===== config.mk =====
export PLATFORM = sky130hd
export DESIGN_NAME = nvm_cmd_scheduler_flat
export DESIGN_NICKNAME = d
export VERILOG_FILES = /design/src/rtl/nvm_cmd_scheduler_if.sv /design/src/rtl/nvm_cmd_scheduler.sv /design/src/flat_wrapper.sv
export SDC_FILE = /design/constraint.sdc
export NUM_CORES = 1
export LEC_CHECK = 0
export CAP_MARGIN = 25
export CORE_AREA = 2 2 217 219
export DETAILED_ROUTE_END_ITERATION = 10
export DIE_AREA = 0 0 219 221
export DONT_BUFFER_PORTS = 1
export SYNTH_ARGS = -nofsm -noshare
export SYNTH_HDL_FRONTEND = slang
export SYNTH_SLANG_ARGS = --single-unit

===== constraint.sdc =====
create_clock -name clk -period 2.4 [get_ports clk]
set_input_delay 0.36 -clock clk [delete_from_list [all_inputs] [get_ports clk]]
set_output_delay 0.36 -clock clk [all_outputs]
set_load 0.005 [all_outputs]

===== src/rtl/nvm_cmd_scheduler_if.sv =====
// Bundle of requester-side and harness-side signals for nvm_cmd_scheduler.
// master: the scheduler's view. slave: the requesters and the NVMain harness.
interface nvm_cmd_scheduler_if #(
    parameter int unsigned NUM_REQ = 4
);
    // requester side
    logic [NUM_REQ-1:0]    req_valid;
    logic [NUM_REQ-1:0]    req_ready;
    logic [2*NUM_REQ-1:0]  req_op;
    logic [32*NUM_REQ-1:0] req_arg1;
    logic [32*NUM_REQ-1:0] req_arg2;
    logic [32*NUM_REQ-1:0] req_arg3;
    logic [8*NUM_REQ-1:0]  req_arg4;

    // harness side
    logic                  command_enable;
    logic [7:0]            arg0;
    logic [31:0]           arg1;
    logic [31:0]           arg2;
    logic [31:0]           arg3;
    logic [7:0]            arg4;
    logic                  is_issuable;

    // completion reporting
    logic                  done_valid;
    logic                  err_valid;
    logic [2:0]            resp_id;

    modport master (
        input  req_valid, req_op, req_arg1, req_arg2, req_arg3, req_arg4,
        input  is_issuable,
        output req_ready,
        output command_enable, arg0, arg1, arg2, arg3, arg4,
        output done_valid, err_valid, resp_id
    );

    modport slave (
        output req_valid, req_op, req_arg1, req_arg2, req_arg3, req_arg4,
        output is_issuable,
        input  req_ready,
        input  command_enable, arg0, arg1, arg2, arg3, arg4,
        input  done_valid, err_valid, resp_id
    );
endinterface


===== src/rtl/nvm_cmd_scheduler.sv =====
// Round-robin command scheduler in front of the NVMain VPI command harness.
// Grants one requester at a time, sends the lowercase query opcode, polls
// is_issuable (ignoring it for RESP_MASK cycles), then sends the uppercase
// issue opcode. Unanswered queries are retried up to MAX_RETRY times, after
// which the request is dropped and reported on err_valid.
module nvm_cmd_scheduler #(
    parameter int unsigned NUM_REQ   = 4,
    parameter int unsigned RESP_MASK = 2,
    parameter int unsigned RESP_WAIT = 6,
    parameter int unsigned MAX_RETRY = 3
) (
    input  logic                 clk,
    input  logic                 reset,
    nvm_cmd_scheduler_if.master  bus
);
    localparam int unsigned IDW = (NUM_REQ > 1) ? $clog2(NUM_REQ) : 1;
    localparam int unsigned CW  = $clog2(RESP_WAIT + 1);
    localparam int unsigned RW  = $clog2(MAX_RETRY + 2);

    typedef enum logic [1:0] {
        S_IDLE,
        S_QUERY,
        S_WAIT,
        S_ISSUE
    } state_t;

    state_t              state_q;
    logic [IDW-1:0]      rr_q;
    logic [IDW-1:0]      gnt_q;
    logic [1:0]          op_q;
    logic [31:0]         a1_q;
    logic [31:0]         a2_q;
    logic [31:0]         a3_q;
    logic [7:0]          a4_q;
    logic [CW-1:0]       cnt_q;
    logic [RW-1:0]       retry_q;

    logic [NUM_REQ-1:0]  req_ready_q;
    logic                ce_q;
    logic [7:0]          arg0_q;
    logic [31:0]         arg1_q;
    logic [31:0]         arg2_q;
    logic [31:0]         arg3_q;
    logic [7:0]          arg4_q;
    logic                done_q;
    logic                err_q;
    logic [2:0]          resp_id_q;

    logic [IDW-1:0]      gnt_d;
    logic                gnt_hit_d;

    assign bus.req_ready      = req_ready_q;
    assign bus.command_enable = ce_q;
    assign bus.arg0           = arg0_q;
    assign bus.arg1           = arg1_q;
    assign bus.arg2           = arg2_q;
    assign bus.arg3           = arg3_q;
    assign bus.arg4           = arg4_q;
    assign bus.done_valid     = done_q;
    assign bus.err_valid      = err_q;
    assign bus.resp_id        = resp_id_q;

    // Lowercase query opcode; the issue opcode is its uppercase form.
    function automatic logic [7:0] op_char(input logic [1:0] op);
        case (op)
            2'd0:    return 8'h6C;
            2'd1:    return 8'h77;
            2'd2:    return 8'h72;
            default: return 8'h63;
        endcase
    endfunction

    // Round-robin search: first valid requester upward from rr_q+1, wrapping.
    always_comb begin
        int unsigned idx;
        gnt_d     = '0;
        gnt_hit_d = 1'b0;
        idx       = 0;
        for (int unsigned k = 1; k <= NUM_REQ; k++) begin
            idx = 32'(rr_q) + k;
            if (idx >= NUM_REQ) begin
                idx = idx - NUM_REQ;
            end
            if (!gnt_hit_d && bus.req_valid[idx[IDW-1:0]]) begin
                gnt_hit_d = 1'b1;
                gnt_d     = idx[IDW-1:0];
            end
        end
    end

    // Scheduler FSM with registered harness/requester outputs.
    always_ff @(posedge clk) begin
        if (reset) begin
            state_q     <= S_IDLE;
            rr_q        <= IDW'(NUM_REQ - 1);
            gnt_q       <= '0;
            op_q        <= '0;
            a1_q        <= '0;
            a2_q        <= '0;
            a3_q        <= '0;
            a4_q        <= '0;
            cnt_q       <= '0;
            retry_q     <= '0;
            req_ready_q <= '0;
            ce_q        <= 1'b0;
            arg0_q      <= '0;
            arg1_q      <= '0;
            arg2_q      <= '0;
            arg3_q      <= '0;
            arg4_q      <= '0;
            done_q      <= 1'b0;
            err_q       <= 1'b0;
            resp_id_q   <= '0;
        end else begin
            req_ready_q <= '0;
            ce_q        <= 1'b0;
            arg0_q      <= '0;
            arg1_q      <= '0;
            arg2_q      <= '0;
            arg3_q      <= '0;
            arg4_q      <= '0;
            done_q      <= 1'b0;
            err_q       <= 1'b0;

            case (state_q)
                S_IDLE: begin
                    if (gnt_hit_d) begin
                        req_ready_q[gnt_d] <= 1'b1;
                        gnt_q   <= gnt_d;
                        rr_q    <= gnt_d;
                        retry_q <= '0;
                        op_q    <= bus.req_op[2*gnt_d +: 2];
                        a1_q    <= bus.req_arg1[32*gnt_d +: 32];
                        a2_q    <= bus.req_arg2[32*gnt_d +: 32];
                        a3_q    <= bus.req_arg3[32*gnt_d +: 32];
                        a4_q    <= bus.req_arg4[8*gnt_d +: 8];
                        state_q <= S_QUERY;
                    end
                end

                S_QUERY: begin
                    ce_q    <= 1'b1;
                    arg0_q  <= op_char(op_q);
                    arg1_q  <= a1_q;
                    arg2_q  <= a2_q;
                    arg3_q  <= a3_q;
                    arg4_q  <= a4_q;
                    cnt_q   <= '0;
                    state_q <= S_WAIT;
                end

                S_WAIT: begin
                    if (bus.is_issuable && (32'(cnt_q) >= RESP_MASK)) begin
                        state_q <= S_ISSUE;
                    end else if (32'(cnt_q) == RESP_WAIT - 1) begin
                        if (32'(retry_q) == MAX_RETRY) begin
                            err_q     <= 1'b1;
                            resp_id_q <= 3'(gnt_q);
                            state_q   <= S_IDLE;
                        end else begin
                            // Re-query emitted straight from WAIT (folding the
                            // QUERY cycle) so retries sit RESP_WAIT cycles apart.
                            retry_q <= retry_q + 1'b1;
                            ce_q    <= 1'b1;
                            arg0_q  <= op_char(op_q);
                            arg1_q  <= a1_q;
                            arg2_q  <= a2_q;
                            arg3_q  <= a3_q;
                            arg4_q  <= a4_q;
                            cnt_q   <= '0;
                        end
                    end else begin
                        cnt_q <= cnt_q + 1'b1;
                    end
                end

                S_ISSUE: begin
                    ce_q      <= 1'b1;
                    arg0_q    <= op_char(op_q) & 8'hDF;
                    arg1_q    <= a1_q;
                    arg2_q    <= a2_q;
                    arg3_q    <= a3_q;
                    arg4_q    <= a4_q;
                    done_q    <= 1'b1;
                    resp_id_q <= 3'(gnt_q);
                    state_q   <= S_IDLE;
                end

                default: state_q <= S_IDLE;
            endcase
        end
    end
endmodule


===== src/flat_wrapper.sv =====
// flat-port wrapper written by rule: the top's interface ports become plain ports
module nvm_cmd_scheduler_flat 
#(
    parameter int unsigned NUM_REQ   = 4,
    parameter int unsigned RESP_MASK = 2,
    parameter int unsigned RESP_WAIT = 6,
    parameter int unsigned MAX_RETRY = 3
)
  (clk, reset, bus_req_valid, bus_req_op, bus_req_arg1, bus_req_arg2, bus_req_arg3, bus_req_arg4, bus_is_issuable, bus_req_ready, bus_command_enable, bus_arg0, bus_arg1, bus_arg2, bus_arg3, bus_arg4, bus_done_valid, bus_err_valid, bus_resp_id);
  nvm_cmd_scheduler_if #(.NUM_REQ(NUM_REQ)) bus_i ();
  input  logic clk;
  input  logic reset;
  input wire logic [$bits(bus_i.req_valid)-1:0] bus_req_valid;
  input wire logic [$bits(bus_i.req_op)-1:0] bus_req_op;
  input wire logic [$bits(bus_i.req_arg1)-1:0] bus_req_arg1;
  input wire logic [$bits(bus_i.req_arg2)-1:0] bus_req_arg2;
  input wire logic [$bits(bus_i.req_arg3)-1:0] bus_req_arg3;
  input wire logic [$bits(bus_i.req_arg4)-1:0] bus_req_arg4;
  input wire logic [$bits(bus_i.is_issuable)-1:0] bus_is_issuable;
  output wire logic [$bits(bus_i.req_ready)-1:0] bus_req_ready;
  output wire logic [$bits(bus_i.command_enable)-1:0] bus_command_enable;
  output wire logic [$bits(bus_i.arg0)-1:0] bus_arg0;
  output wire logic [$bits(bus_i.arg1)-1:0] bus_arg1;
  output wire logic [$bits(bus_i.arg2)-1:0] bus_arg2;
  output wire logic [$bits(bus_i.arg3)-1:0] bus_arg3;
  output wire logic [$bits(bus_i.arg4)-1:0] bus_arg4;
  output wire logic [$bits(bus_i.done_valid)-1:0] bus_done_valid;
  output wire logic [$bits(bus_i.err_valid)-1:0] bus_err_valid;
  output wire logic [$bits(bus_i.resp_id)-1:0] bus_resp_id;
  assign bus_i.req_valid = bus_req_valid;
  assign bus_i.req_op = bus_req_op;
  assign bus_i.req_arg1 = bus_req_arg1;
  assign bus_i.req_arg2 = bus_req_arg2;
  assign bus_i.req_arg3 = bus_req_arg3;
  assign bus_i.req_arg4 = bus_req_arg4;
  assign bus_i.is_issuable = bus_is_issuable;
  assign bus_req_ready = bus_i.req_ready;
  assign bus_command_enable = bus_i.command_enable;
  assign bus_arg0 = bus_i.arg0;
  assign bus_arg1 = bus_i.arg1;
  assign bus_arg2 = bus_i.arg2;
  assign bus_arg3 = bus_i.arg3;
  assign bus_arg4 = bus_i.arg4;
  assign bus_done_valid = bus_i.done_valid;
  assign bus_err_valid = bus_i.err_valid;
  assign bus_resp_id = bus_i.resp_id;
  nvm_cmd_scheduler #(.NUM_REQ(NUM_REQ), .RESP_MASK(RESP_MASK), .RESP_WAIT(RESP_WAIT), .MAX_RETRY(MAX_RETRY)) u_core (.clk(clk), .reset(reset), .bus(bus_i));
endmodule

Word level (Yosys, flattened, before mapping)
Index checks and enable logic that the tools add are counted.
{"block": "word_totals", "register_bits": 240, "elab_cells": 153, "output_inout_bits": 122}
{"block": "op_classes", "muxes": 67, "n_reduce_logical": 21, "n_lt_le_gt_ge": 11, "add_sub_neg": 10, "n_bitwise": 4, "shifts": 5, "n_eq_ne": 15}
{"op": "$shiftx A128 B8 Y32", "count": 3}
{"op": "$mux W32", "count": 9}
{"op": "$pmux W32 S2", "count": 3}
{"op": "$mux W8", "count": 5}
{"op": "$shiftx A32 B6 Y8", "count": 1}
{"op": "$mux W3", "count": 10}
{"op": "$mux W2", "count": 12}
{"op": "$pmux W8 S3", "count": 1}
{"op": "$pmux W3 S2", "count": 3}
{"op": "$pmux W8 S2", "count": 1}
{"op": "$lt A2 B3 Y1 const B", "count": 5}
{"op": "$pmux W5 S3", "count": 1}
{"op": "$mux W1", "count": 14}
{"op": "$ge A3 B3 Y1 const B", "count": 3}
{"op": "$bmux W1 S2", "count": 4}
{"op": "$pmux W2 S4", "count": 1}
{"op": "$shiftx A8 B4 Y2", "count": 1}
{"op": "$sub A2 B1 Y2 const B", "count": 4}
{"op": "$mux W7", "count": 1}
{"op": "$add A2 B2 Y3 const B", "count": 2}
{"op": "$add A3 B1 Y3 const B", "count": 2}
{"op": "$eq A2 B2 Y1 const B", "count": 3}
{"op": "$ne A2 B1 Y1 const B", "count": 3}
{"op": "$ne A3 B1 Y1 const B", "count": 2}
{"op": "other kinds (24)", "count": 39}

Depth between registers and ports, before layout
Gate-level depths: netlist of the first run.
{"block": "depth", "word_depth": 19, "ltp_mapped": 10}

Least setup slack after synthesis of the first run
OpenSTA, ideal clock, no wires.
{"block": "synth_path", "path_kind": "reg2reg", "start": "register u_core.state_q[0]", "end": "register u_core.arg2_q[14] (netlist: u_core.bus.arg2[14])", "period_less_slack_ns": 1.916, "path_slack_ns": 0.484, "required_time_ns": 2.341, "setup_time_ns": 0.059, "t_arrival_ns": 1.857, "stages_incl_launch_ff": 11, "path_cell_list": "dfxtp_1 -> inv_1 -> ha_1 -> buf_4 -> nand2_2 -> nor4_4 -> nor2_1 -> nor3_2 -> buf_2 -> buf_2 -> and2_1"}
{"block": "synth_via", "elab_chain_len": 3, "elab_cells_between_ends": 5, "cone_classes": "3 x eq/ne; 1 x mux; 1 x reduce/logical"}
{"element": "start: declaration", "line": "nvm_cmd_scheduler.sv:27", "text": "state_t state_q;"}
{"element": "start signal: assignment", "line": "nvm_cmd_scheduler.sv:94", "text": "state_q <= S_IDLE;"}
{"element": "start signal: assignment", "line": "nvm_cmd_scheduler.sv:137", "text": "state_q <= S_QUERY;"}
{"element": "start signal: assignment", "line": "nvm_cmd_scheduler.sv:149", "text": "state_q <= S_WAIT;"}
{"element": "$eq A2 B1 Y1 or $eq A2 B2 Y1 (tied branches)"}
{"element": "$reduce_or A2 Y1 (no source line)"}
{"element": "$pmux W32 S2 *", "line": "nvm_cmd_scheduler.sv:125", "text": "case (state_q)"}
{"element": "end signal: assignment", "line": "nvm_cmd_scheduler.sv:145", "text": "arg2_q <= a2_q;"}
{"element": "end signal: assignment", "line": "nvm_cmd_scheduler.sv:167", "text": "arg2_q <= a2_q;"}
{"element": "end signal: assignment", "line": "nvm_cmd_scheduler.sv:181", "text": "arg2_q <= a2_q;"}
{"element": "end: declaration", "line": "nvm_cmd_scheduler.sv:42", "text": "logic [31:0] arg2_q;"}
Mark *: on every way between the ends. The rest lies on a longest branch, timed or not.
A chain may end at the register's enable or synchronous reset.

Final worst setup path of the first run
{"block": "layout_path", "start": "register u_core.rr_q[0]", "end": "register u_core.a3_q[21]"}
{"block": "layout_via", "elab_chain_len": 16, "elab_cells_between_ends": 40, "cone_classes": "8 x add/sub; 4 x order compare; 1 x shift; 20 x mux; 7 x reduce/logical"}
{"element": "start: declaration", "line": "nvm_cmd_scheduler.sv:28", "text": "logic [IDW-1:0] rr_q;"}
{"element": "start signal: assignment", "line": "nvm_cmd_scheduler.sv:95", "text": "rr_q <= IDW'(NUM_REQ - 1);"}
{"element": "start signal: assignment", "line": "nvm_cmd_scheduler.sv:130", "text": "rr_q <= gnt_d;"}
{"element": "$add A2 B1 Y3", "line": "nvm_cmd_scheduler.sv:80", "text": "idx = 32'(rr_q) + k;"}
{"element": "$ge A3 B3 Y1 or $sub A2 B1 Y2 (tied branches)", "line": "nvm_cmd_scheduler.sv:81, nvm_cmd_scheduler.sv:82"}
{"element": "$mux W2", "line": "nvm_cmd_scheduler.sv:81", "text": "if (idx >= NUM_REQ) begin"}
{"element": "$bmux W1 S2", "line": "nvm_cmd_scheduler.sv:84", "text": "if (!gnt_hit_d && bus.req_valid[idx[IDW-1:0]]) begin"}
{"element": "$mux W1 (not written as such)", "line": "nvm_cmd_scheduler.sv:84"}
{"element": "$mux W1", "line": "nvm_cmd_scheduler.sv:84"}
{"element": "$logic_not A1 Y1", "line": "nvm_cmd_scheduler.sv:84"}
{"element": "$logic_and A1 B1 Y1", "line": "nvm_cmd_scheduler.sv:84"}
{"element": "$mux W1", "line": "nvm_cmd_scheduler.sv:84"}
{"element": "$logic_not A1 Y1", "line": "nvm_cmd_scheduler.sv:84"}
{"element": "$logic_and A1 B1 Y1", "line": "nvm_cmd_scheduler.sv:84"}
{"element": "$mux W1", "line": "nvm_cmd_scheduler.sv:84"}
{"element": "$logic_not A1 Y1", "line": "nvm_cmd_scheduler.sv:84"}
{"element": "$logic_and A1 B1 Y1", "line": "nvm_cmd_scheduler.sv:84"}
{"element": "$mux W2 or $mux W1 (tied branches)", "line": "nvm_cmd_scheduler.sv:84"}
{"element": "$shiftx A128 B8 Y32 or $reduce_and A2 Y1 (tied branches)"}
{"element": "end signal: assignment", "line": "nvm_cmd_scheduler.sv:135", "text": "a3_q <= bus.req_arg3[32*gnt_d +: 32];"}
{"element": "end: declaration", "line": "nvm_cmd_scheduler.sv:33", "text": "logic [31:0] a3_q;"}
Parallel ways exist; a longest one is shown, timed or not. The select of a mux whose other input is x is not followed.

==> results of run 1 <==
[cells in the final DEF (no fill, tap or decap), types with 2 or more instances in the layout]
master	instances
dfxtp_1	238
dlygate4sd3_1	184
o21ai_0	111
o22ai_1	108
mux2i_1	108
and2_1	106
a221oi_1	103
nand2b_1	53
clkbuf_16	30
or2_1	28
or2_2	20
nor2_1	17
buf_12	16
a21oi_1	13
buf_4	13
inv_1	12
nand2_1	11
or2_0	11
ha_1	11
clkinv_2	8
clkbuf_8	7
diode_2	6
nor3_1	4
a221oi_2	3
nor4_1	3
bufinv_16	3
nor2_4	2
o21ai_1	2
nor2b_1	2
nor3_4	2
or3_1	2
nand4b_1	2
and3_1	2
conb_1	2
clkinvlp_4	2
[metal layers]
layer | global-route usage (%) | share of wire (%) | vias to the layer above
met5 | 0.101 | 0.10 | -
li1 | - | - | 4378
met1 | 18.2 | 39 | 4649
met3 | 5.44 | 9.5 | 121
met2 | 25.5 | 47 | 595
met4 | 7.78 | 4.5 | 6
[cells in the mapped netlist (3+ instances only)]
cell type / n / area (um^2)
a221oi_1: 103 / 902
mux2i_1: 108 / 1080
dfxtp_1: 238 / 4760
buf_1: 5 / 18.8
and2_1: 106 / 663
nand2_1: 11 / 41.3
buf_8: 4 / 60.1
nor4_1: 3 / 18.8
buf_2: 20 / 100
o21ai_0: 111 / 556
buf_4: 14 / 105
a221oi_2: 4 / 60.1
or2_0: 11 / 68.8
clkbuf_1: 55 / 206
nor3_1: 4 / 20.0
inv_1: 12 / 45.0
nor2_1: 19 / 71.3
or2_1: 28 / 175
a21oi_1: 13 / 65.1
or2_2: 20 / 125
ha_1: 11 / 138
nand2b_1: 53 / 332
o22ai_1: 109 / 682
[through the flow]
stage	worst slack, ns	util (%)	instances
final	0.149	30.9	1879
after global routing	0.0404	30.9	1878
after CTS	0.152	30.7	1865
after detailed placement	0.144	24.7	1635
after global placement	0.218	24.7	1635
after floorplan	0.484	-	1098
[worst paths after layout]
check / to / slack (ns) / depth (start not counted)
setup / recovery: u_core.a3_q[21]$_SDFFE_PP0P_ / 0.15 / 7
setup reg to reg: u_core.a3_q[21]$_SDFFE_PP0P_ / 0.15 / 7
hold reg to reg: u_core.bus.arg3[14]$_SDFF_PP0_ / 0.44 / 1
hold / removal: u_core.a2_q[1]$_SDFFE_PP0P_ / 0.02 / 2
[worst reg2reg max path, cell delays in order, from the launching register on]
cell      delay (ns)
dfxtp_1         0.47
nand2b_1        0.19
o21ai_1         0.12
a221oi_4        0.35
buf_4           0.18
buf_12          0.26
mux2i_1         0.41
o22ai_1         0.13
[flip-flops by register name, indices dropped and copies added (netlist names)]
name and count:
u_core.a1_q 32, u_core.a2_q 32, u_core.a3_q 32, u_core.bus.arg1 32, u_core.bus.arg2 32, u_core.bus.arg3 32
u_core.a4_q 8, u_core.bus.arg4 8, u_core.bus.arg0 7, u_core.bus.req_ready 4, u_core.cnt_q 3, u_core.retry_q 3
u_core.bus.resp_id 2, u_core.gnt_q 2, u_core.op_q 2, u_core.rr_q 2, u_core.state_q 2, u_core.bus.command_enable 1
u_core.bus.done_valid 1, u_core.bus.err_valid 1
[logic make-up after synthesis]
| logic type | after synthesis |
|---|---|
| AO/OA/AOI/OAI | 354 |
| adder cells (fa/ha/maj) | 11 |
| buffers and inverters | 111 |
| flip-flops | 238 |
| multiplexers | 109 |
| other | 1 |
| AND/OR/NAND/NOR | 273 |
[layout make-up]
| cell class | instances | area [um^2] |
|---|---|---|
| Clock inverter | 14 | 160 |
| Clock buffer | 37 | 826 |
| Antenna cell | 6 | 15.0 |
| Fill cell | 4716 | 31800 |
| Timing Repair Buffer | 215 | 2300 |
| Multi-Input combinational cell | 749 | 5370 |
| Tap cell | 607 | 759 |
| Inverter | 13 | 50.0 |
| Sequential cell | 238 | 4760 |
[power by group through the flow]
stage | Sequential [uW] | Clock (uW) | Combinational (uW)
6_report | 5100 | 4490 | 3920
5_1_grt | 5170 | 4790 | 4250
4_1_cts | 5090 | 4630 | 3790
3_5_place_dp | 5170 | 0 | 3530
3_3_place_gp | 5160 | 0 | 3440
2_1_floorplan | 4970 | 0 | 2660
[timing repair]
item | 4_1_cts | 5_1_grt
hold buffers | 179 | 5
resized for setup | 0 | 1
endpoints found under the hold margin | 101 | 3
endpoints found under the setup margin | 0 | 3
setup buffers | 0 | 2
==> impl_metrics.ini, run 1 <==
[setup_path]
end_kind = flop
cp_cell_sequence = nand2b_1, o21ai_1, a221oi_4, buf_4, buf_12, mux2i_1, o22ai_1
max_stage_delay_ns = 0.47
cp_slowest_cell = dfxtp_1
crit_buf_inv = 2
crit_start = u_core.rr_q[0]$_SDFFE_PP1P_
path_class = reg -> reg
crit_required_ns = 2.82
worstReg2RegStart = u_core.rr_q[0]$_SDFFE_PP1P_
arrival_ns = 2.67
worstPathMaxFanout = 48
start_kind = flop
critical_path.top_delay_family = compound AO/OA/AOI/OAI gates

[pwr]
pwr-share-seq_pct = 37.7
combinationalPowerShare_pct = 29.0
power_uw = 13500
swShare_pct = 32.4
irDropWorstVdd_mv = 0.626
pwr-share-clk_pct = 33.3
p_leak_uw = 0.00540
p_sw_uw = 4380
p_int_uw = 9130
p_per_area_mw_per_mm2 = 948

[timing]
slew-limit-headroom_pct = 50.5
rsz0062_at_grt = false
period_needed_ns = 2.25
holdWs_ns = 0.0222
min_period_over_period_pct = 93.8
finalHoldViolations = 0
worst_pin_slew_ns = 0.740
setup_violations = 0
tns_ns = 0
clock-skew-final_ns = 0.0178
fmax_mhz = 444
slew_violations = 0

[clock_tree]
clockBufferDepth = 3
clkTransAtPathRegs_ns = 0.06
htreeDepth = 1
cts_buffers = 28
cts-root-buf = clkbuf_16
clk_latency_ns = 0.56
cts.sink_count = 238
cts_tree = yes

[floorplanning]
initial_utilization_pct = 23.0
fp.dieArea_mm2 = 0.0484
core_area_mm2 = 0.0461
chipWidth_um = 219
io_pins = 553
die_h_um = 221
rows = 79

[drt]
first_pass_iters = 7
routedWlPerCell_um = 21.8
routed_wl_um = 40900
drc = 0
num_vias = 9749
viasPerCell = 5.19
drtIter0Drc = 608
postRouteAntennaNets = 0

[status]
status = complete, no violations

[layout]
nets = 1687
final_area_mm2 = 0.0142
drive_above_1_share_pct = 9.56
area_growth_pct = 34.4

[global_routing]
grt-ovfl-total = 0
grt_pass1_vias = 9770
grt_pass1_wl_um = 58600
grt_max_degree = 60
antenna_found_initial = 9
grtUsageTotal_pct = 15.7

[min_path]
hold_class = in -> reg
hold_start = bus_req_arg2[33]

[logic_synthesis]
yosys_register_bits = 238
synthXorXnorAreaFrac_pct = 0
synth_top_family_by_area = compound AO/OA/AOI/OAI gates
async_reset_ff_share_pct = 0
synth_area_per_cell_um2 = 9.66
synth_fa_ha_area_share_pct = 1.30
netlist_area_mm2 = 0.0106
syn_inst = 1097
synthMuxAreaShare_pct = 10.3
synth_top_flop_cell = dfxtp_1
yosysSeqAreaShare_pct = 45.0
synth_compound_area_share_pct = 22.5
synthSimpleGateAreaFrac_pct = 15.8
ys_warn_count = 0
synthDistinctLibCells = 53
synth-edff-count = 0

[placement]
place_hpwl_um = 26500
io_buffer_count = 0
dpl-instance-area_mm2 = 0.0114
gp_congestion = 0.965

[run]
maxCapViolCount = 0
Power figures use the tool's default switching activity.
==> run 2, diff against run 1 <==
--- a/config.mk
+++ b/config.mk
@@ -10,6 +10,7 @@
 export DETAILED_ROUTE_END_ITERATION = 10
 export DIE_AREA = 0 0 219 221
 export DONT_BUFFER_PORTS = 1
+export PLACE_DENSITY = 0.33
 export SYNTH_ARGS = -nofsm -noshare
 export SYNTH_HDL_FRONTEND = slang
 export SYNTH_SLANG_ARGS = --single-unit
==> run 2 against run 1 <==
Effect of this change:
- wire length increased by 0.14%
- cell area fell by 5.5%
- register-to-register slack worse by 0.10 ns
- critical endpoint is now u_core.a1_q[7]$_SDFFE_PP0P_
- largest cell class unchanged
- largest power group unchanged
==> impl_metrics.ini, run 2 (synthesis results as in run 1) <==
[drt]
drc = 0
routedWlPerCell_um = 22.8
num_vias = 8816
drtIter0Drc = 507
first_pass_iters = 5
viasPerCell = 4.90
postRouteAntennaNets = 0
routed_wl_um = 41000

[global_routing]
grt_pass1_vias = 9005
grtUsageTotal_pct = 16.1
grt-ovfl-total = 0
grt_pass1_wl_um = 58900
grt_max_degree = 69
antenna_found_initial = 2

[setup_path]
crit_start = u_core.rr_q[1]$_SDFFE_PP1P_
path_class = reg -> reg
start_kind = flop
worstReg2RegStart = u_core.rr_q[1]$_SDFFE_PP1P_
end_kind = flop
worstPathMaxFanout = 57
arrival_ns = 2.77
crit_required_ns = 2.82

[layout]
layout_commonest_cell = dfxtp_1
fill_cells = 4834
mostFrequentLayoutCells = 238 x dfxtp_1, 111 x o21ai_0, 108 x o22ai_1
fin_cells = 1800
drive_above_1_share_pct = 10.5
nets = 1611
area_growth_pct = 27.1

[floorplanning]
io_pins = 553
fp.dieArea_mm2 = 0.0484
core_area_mm2 = 0.0461
die_h_um = 221
rows = 79
initial_utilization_pct = 23.0
chipWidth_um = 219

[pwr]
pwr-share-clk_pct = 34.6
p_per_area_mw_per_mm2 = 1010
p_sw_uw = 4420
pwr-share-seq_pct = 37.1
combinationalPowerShare_pct = 28.3
p_leak_uw = 0.00509
p_int_uw = 9180
irDropWorstVdd_mv = 0.609
power_uw = 13600
swShare_pct = 32.5

[clock_tree]
htreeDepth = 1
cts.sink_count = 238
cts_tree = yes
clk_latency_ns = 0.57
cts-root-buf = clkbuf_16
post_cts_buffers = 0
cts_buffers = 30
clockBufferDepth = 3
clkTransAtPathRegs_ns = 0.06

[run]
maxCapViolCount = 0

[timing]
min_period_over_period_pct = 98.0
worst_pin_slew_ns = 0.850
finalHoldViolations = 0
clock-skew-final_ns = 0.0353
slew_violations = 0
slew-limit-headroom_pct = 43.1
period_needed_ns = 2.35
setup_violations = 0
fmax_mhz = 425

[placement]
io_buffer_count = 0
dp.cells = 1638
place_hpwl_um = 28000
gp_congestion = 0.803

[status]
status = complete, no violations

[min_path]
hold_start = bus_req_arg2[52]
hold_class = in -> reg
[run 2: layout make-up]
type | count | area [um^2] | share of cell area, %
multi-input cells | 749 | 5380 | 40.0
flip-flops and latches | 238 | 4760 | 35.4
repair buffers | 137 | 1470 | 10.9
clock buffers | 41 | 883 | 6.56
well taps | 607 | 759 | 5.64
clock inverters | 14 | 155 | 1.15
inverters | 13 | 50.0 | 0.372
diodes | 1 | 2.50 | 0.0186
[run 2: per-layer routing]
metal  share of wire (%)  vias to the layer above  global-route usage (%)
met5                   0                        -                       0
met4                 3.3                        0                    5.47
met3                 5.8                       62                    3.42
met2                  49                      328                    27.8
met1                  42                     4215                    19.7
li1                    -                     4211                       -
[run 2: power by group through the flow]
stage | logic, uW | clock network (uW) | registers, uW
6_report | 3850 | 4710 | 5050
5_1_grt | 4240 | 5020 | 5140
4_1_cts | 3930 | 4890 | 5060
3_5_place_dp | 3760 | 0 | 5140
3_3_place_gp | 3730 | 0 | 5140
2_1_floorplan | 2660 | 0 | 4970
[run 2: repair_timing]
action / 4_1_cts / 5_1_grt
hold endpoints to repair: 71 / 0
hold buffers: 106 / 0
setup endpoints to repair: 1 / 1
resized for setup: 1 / 1
[run 2: final timing paths]
kind	end	slack (ns)	cells past startpoint
max reg2reg	u_core.a1_q[7]$_SDFFE_PP0P_	0.05	7
max	u_core.a1_q[7]$_SDFFE_PP0P_	0.05	7
min reg2reg	u_core.bus.arg2[0]$_SDFF_PP0_	0.42	1
min	u_core.a2_q[20]$_SDFFE_PP0P_	0.009	2
[run 2: critical path, cell delays in order, from the launching register on]
cell and delay (ns):
dfxtp_1 0.65, o22ai_1 0.17, a21oi_1 0.28, nor2_4 0.08, buf_12 0.20, a221oi_2 0.50, buf_4 0.18, o22ai_1 0.06
[run 2: per-stage QoR]
| stage | TNS [ns] | hold slack [ns] | worst slack (ns) | cell area, um^2 | util (%) |
|---|---|---|---|---|---|
| 2_1_floorplan | 0 | 0.424 | 0.484 | 10600 | - |
| 3_3_place_gp | 0 | 0.430 | 0.0373 | 11400 | 24.6 |
| 3_5_place_dp | 0 | 0.432 | 0.00605 | 11400 | 24.6 |
| 4_1_cts | 0 | 0.000121 | 0.0818 | 13500 | 29.2 |
| 5_1_grt | -0.00157 | 0.00430 | -0.00157 | 13500 | 29.2 |
| 6_report | 0 | 0.00872 | 0.0484 | 13500 | 29.2 |
==> RTL edit: new RTL, config.mk and constraints of run 1 <==
`NUM_REQ` is set to 4 in 3 places; all go to 2.
--- a/src/rtl/nvm_cmd_scheduler_if.sv
+++ b/src/rtl/nvm_cmd_scheduler_if.sv
@@ -1,7 +1,7 @@
 // Bundle of requester-side and harness-side signals for nvm_cmd_scheduler.
 // master: the scheduler's view. slave: the requesters and the NVMain harness.
 interface nvm_cmd_scheduler_if #(
-    parameter int unsigned NUM_REQ = 4
+    parameter int unsigned NUM_REQ = 2
 );
     // requester side
     logic [NUM_REQ-1:0]    req_valid;
--- a/src/rtl/nvm_cmd_scheduler.sv
+++ b/src/rtl/nvm_cmd_scheduler.sv
@@ -4,7 +4,7 @@
 // issue opcode. Unanswered queries are retried up to MAX_RETRY times, after
 // which the request is dropped and reported on err_valid.
 module nvm_cmd_scheduler #(
-    parameter int unsigned NUM_REQ   = 4,
+    parameter int unsigned NUM_REQ   = 2,
     parameter int unsigned RESP_MASK = 2,
     parameter int unsigned RESP_WAIT = 6,
     parameter int unsigned MAX_RETRY = 3
--- a/src/flat_wrapper.sv
+++ b/src/flat_wrapper.sv
@@ -1,7 +1,7 @@
 // flat-port wrapper written by rule: the top's interface ports become plain ports
 module nvm_cmd_scheduler_flat 
 #(
-    parameter int unsigned NUM_REQ   = 4,
+    parameter int unsigned NUM_REQ   = 2,
     parameter int unsigned RESP_MASK = 2,
     parameter int unsigned RESP_WAIT = 6,
     parameter int unsigned MAX_RETRY = 3
Ports: changed (7 resized); port bits go from 553 to 337. The function was not compared with the original's and may differ.
==> RTL edit against run 1 <==
- fmax up 3.7%
- routed wire length is 45% lower
- design area fell by 28%
- power is 11% lower
- utilization shrank 8.8 points
- hold slack improved by 0.025 ns
- final cell count is 24% lower
- sequential cell count fell by 5
- worst setup slack improved by 0.079 ns
- synthesized area fell by 20%
- non-clock buffer count decreased by 195
- via count shrank 44%
- synthesized cell count is 26% lower
==> RTL edit: results (changes against run 1) <==
* Fin cells at 1426 (-24%)
* Vias in the first global route at 5239 (-46%)
* Async SR Flop Fraction at 0% (unchanged)
* Top post-synthesis cells by area: dfxtp_1, mux2i_1, a211oi_1
* Synth cell types at 38 (-28%)
* Fillcell total at 4986 (+5.7%)
* N_diodes at 0 (-6)
* Total GRT Usage at 9.07% (-6.6 points)
* Setup Buffers After CTS at 0 (unchanged)
* Family with the most delay on the worst path: buffers and inverters
* Clk_skew at 0.0115 ns (-0.00630 ns)
* Hold Buf Count CTS at 13 (-93%)
* Hpwl dp at 15.9 mm (-40%)
* Hold path cells at 2 (unchanged)
* Antenna violations before repair at 0 (-9)
* Worst skew pair latency at 0.55 ns
* Commonest cells in the netlist: dfxtp_1, nor2_1, a211oi_1, mux2i_1, and2_1
* Leak at 3.85 nW (-29%)
* Number of CTS-inserted buffers at 29 (+3.6%)
* Hold crit path type: in2reg
* Post-synth EDFFs at 0 (unchanged)
* 1st-pass router iterations at 6 (-1)
* Largest stage delay, worst path at 0.55 ns (+0.08 ns)
* Clk slew on worst S/H paths at 0.06 ns (about the same)
* Arrival time of the worst setup path at 2.60 ns (-0.07 ns)
* Pin count of the biggest net entering global routing at 115 (+92%)
* Crit Path Max Fanout at 8 (-83%)
* R2R depth at 7 (unchanged)
* Slew @ Worst Pin at 0.723 ns (-0.0177 ns)
* Cells after Synth at 808 (-26%)
* Total wire length at 22.7 mm (-45%)
* Status: finished clean
* Max cap viols at 0 (unchanged)
* Post-Place Setup Slack at 0.186 ns (+0.0419 ns)
* CTS H-tree depth at 1 (unchanged)
* 1st-iter DRT viols at 205 (-66%)
* Routability cong. at 0.712 (-26%)
* Seq/Total Area, Yosys at 55.1% (+10 points)
* Nets at 1026 (-39%)
* Warnings, synthesis at 0 (unchanged)
* Prevailing post-synth register cell: dfxtp_1
* Critical-path top delay cell: dlygate4sd3_1
* PortBufs at 0 (unchanged)
* Post-CTS resize count at 0 (unchanged)
* First-pass GRT wire length at 33.4 mm (-43%)
* Fraction of layout cells with a size suffix above 1 at 7.81% (-1.7 points)
* Root buffer cell: clkbuf_16
* Vias at 5481 (-44%)
* CTS Buffer Depth at 3 (unchanged)
* Synthesis-to-finish area growth at 20.3%
* Peak supply drop at 0.000462 V (-26%)
* Placed cell area at 9070 um2 (-20%)
RTL edit: cell count changes after synthesis, sizes merged, moves of 59 or more:
cell           run 1  this run
nor2              20       126
o22ai            109         1
or2               59         0
a211oi             1       109
a221oi           107         0
o21ai            113         4
RTL edit: path summary, 6_finish.rpt:
path,start,to,slack [ns]
max,u_core.state_q[0]$_SDFFE_PP0P_,u_core.bus.resp_id[0]$_SDFFE_PP0P_,0.23
min,bus_req_valid[0],u_core.rr_q$_SDFFE_PP1P_,0.05
max reg2reg,u_core.state_q[0]$_SDFFE_PP0P_,u_core.bus.resp_id[0]$_SDFFE_PP0P_,0.23
min reg2reg,u_core.a4_q[4]$_SDFFE_PP0P_,u_core.bus.arg4[4]$_SDFF_PP0_,0.45
RTL edit: logic make-up (layout without fill, tap and decap cells):
group	count (synthesis)	in the layout	synth area share, %
adders and majority gates	11	11	1.62
and+or+nand+nor	250	250	14.9
AOI/OAI and AO/OA	133	133	11.7
DFF	233	233	55.1
other	1	3	0.0443
buffers and inverters	72	81	3.96
muxes	108	108	12.8
RTL edit: metal layers:
layer | vias up | wire [um] | track usage (%) | share of wire (%)
li1 | 2781 | - | - | -
met1 | 2488 | 9790 | 11.3 | 43
met2 | 178 | 10600 | 14.8 | 47
met3 | 34 | 1700 | 2.57 | 7.5
met4 | 0 | 588 | 3.44 | 2.6
met5 | - | 0 | 0 | 0
RTL edit: power breakdown:
part           total (mW)  switching (mW)  internal (mW)
clock network        4.40            1.75           2.65
registers            5.15           0.437           4.71
logic                2.53            1.53           1.00
total                12.1            3.71           8.36
RTL edit: cell type report:
class	instances	area share [%]
flip-flops and latches	233	45.7
clock inverters	14	1.45
clock buffers	38	8.13
repair buffers	20	2.58
inverters	9	0.331
multi-input cells	505	34.3
well taps	607	7.45
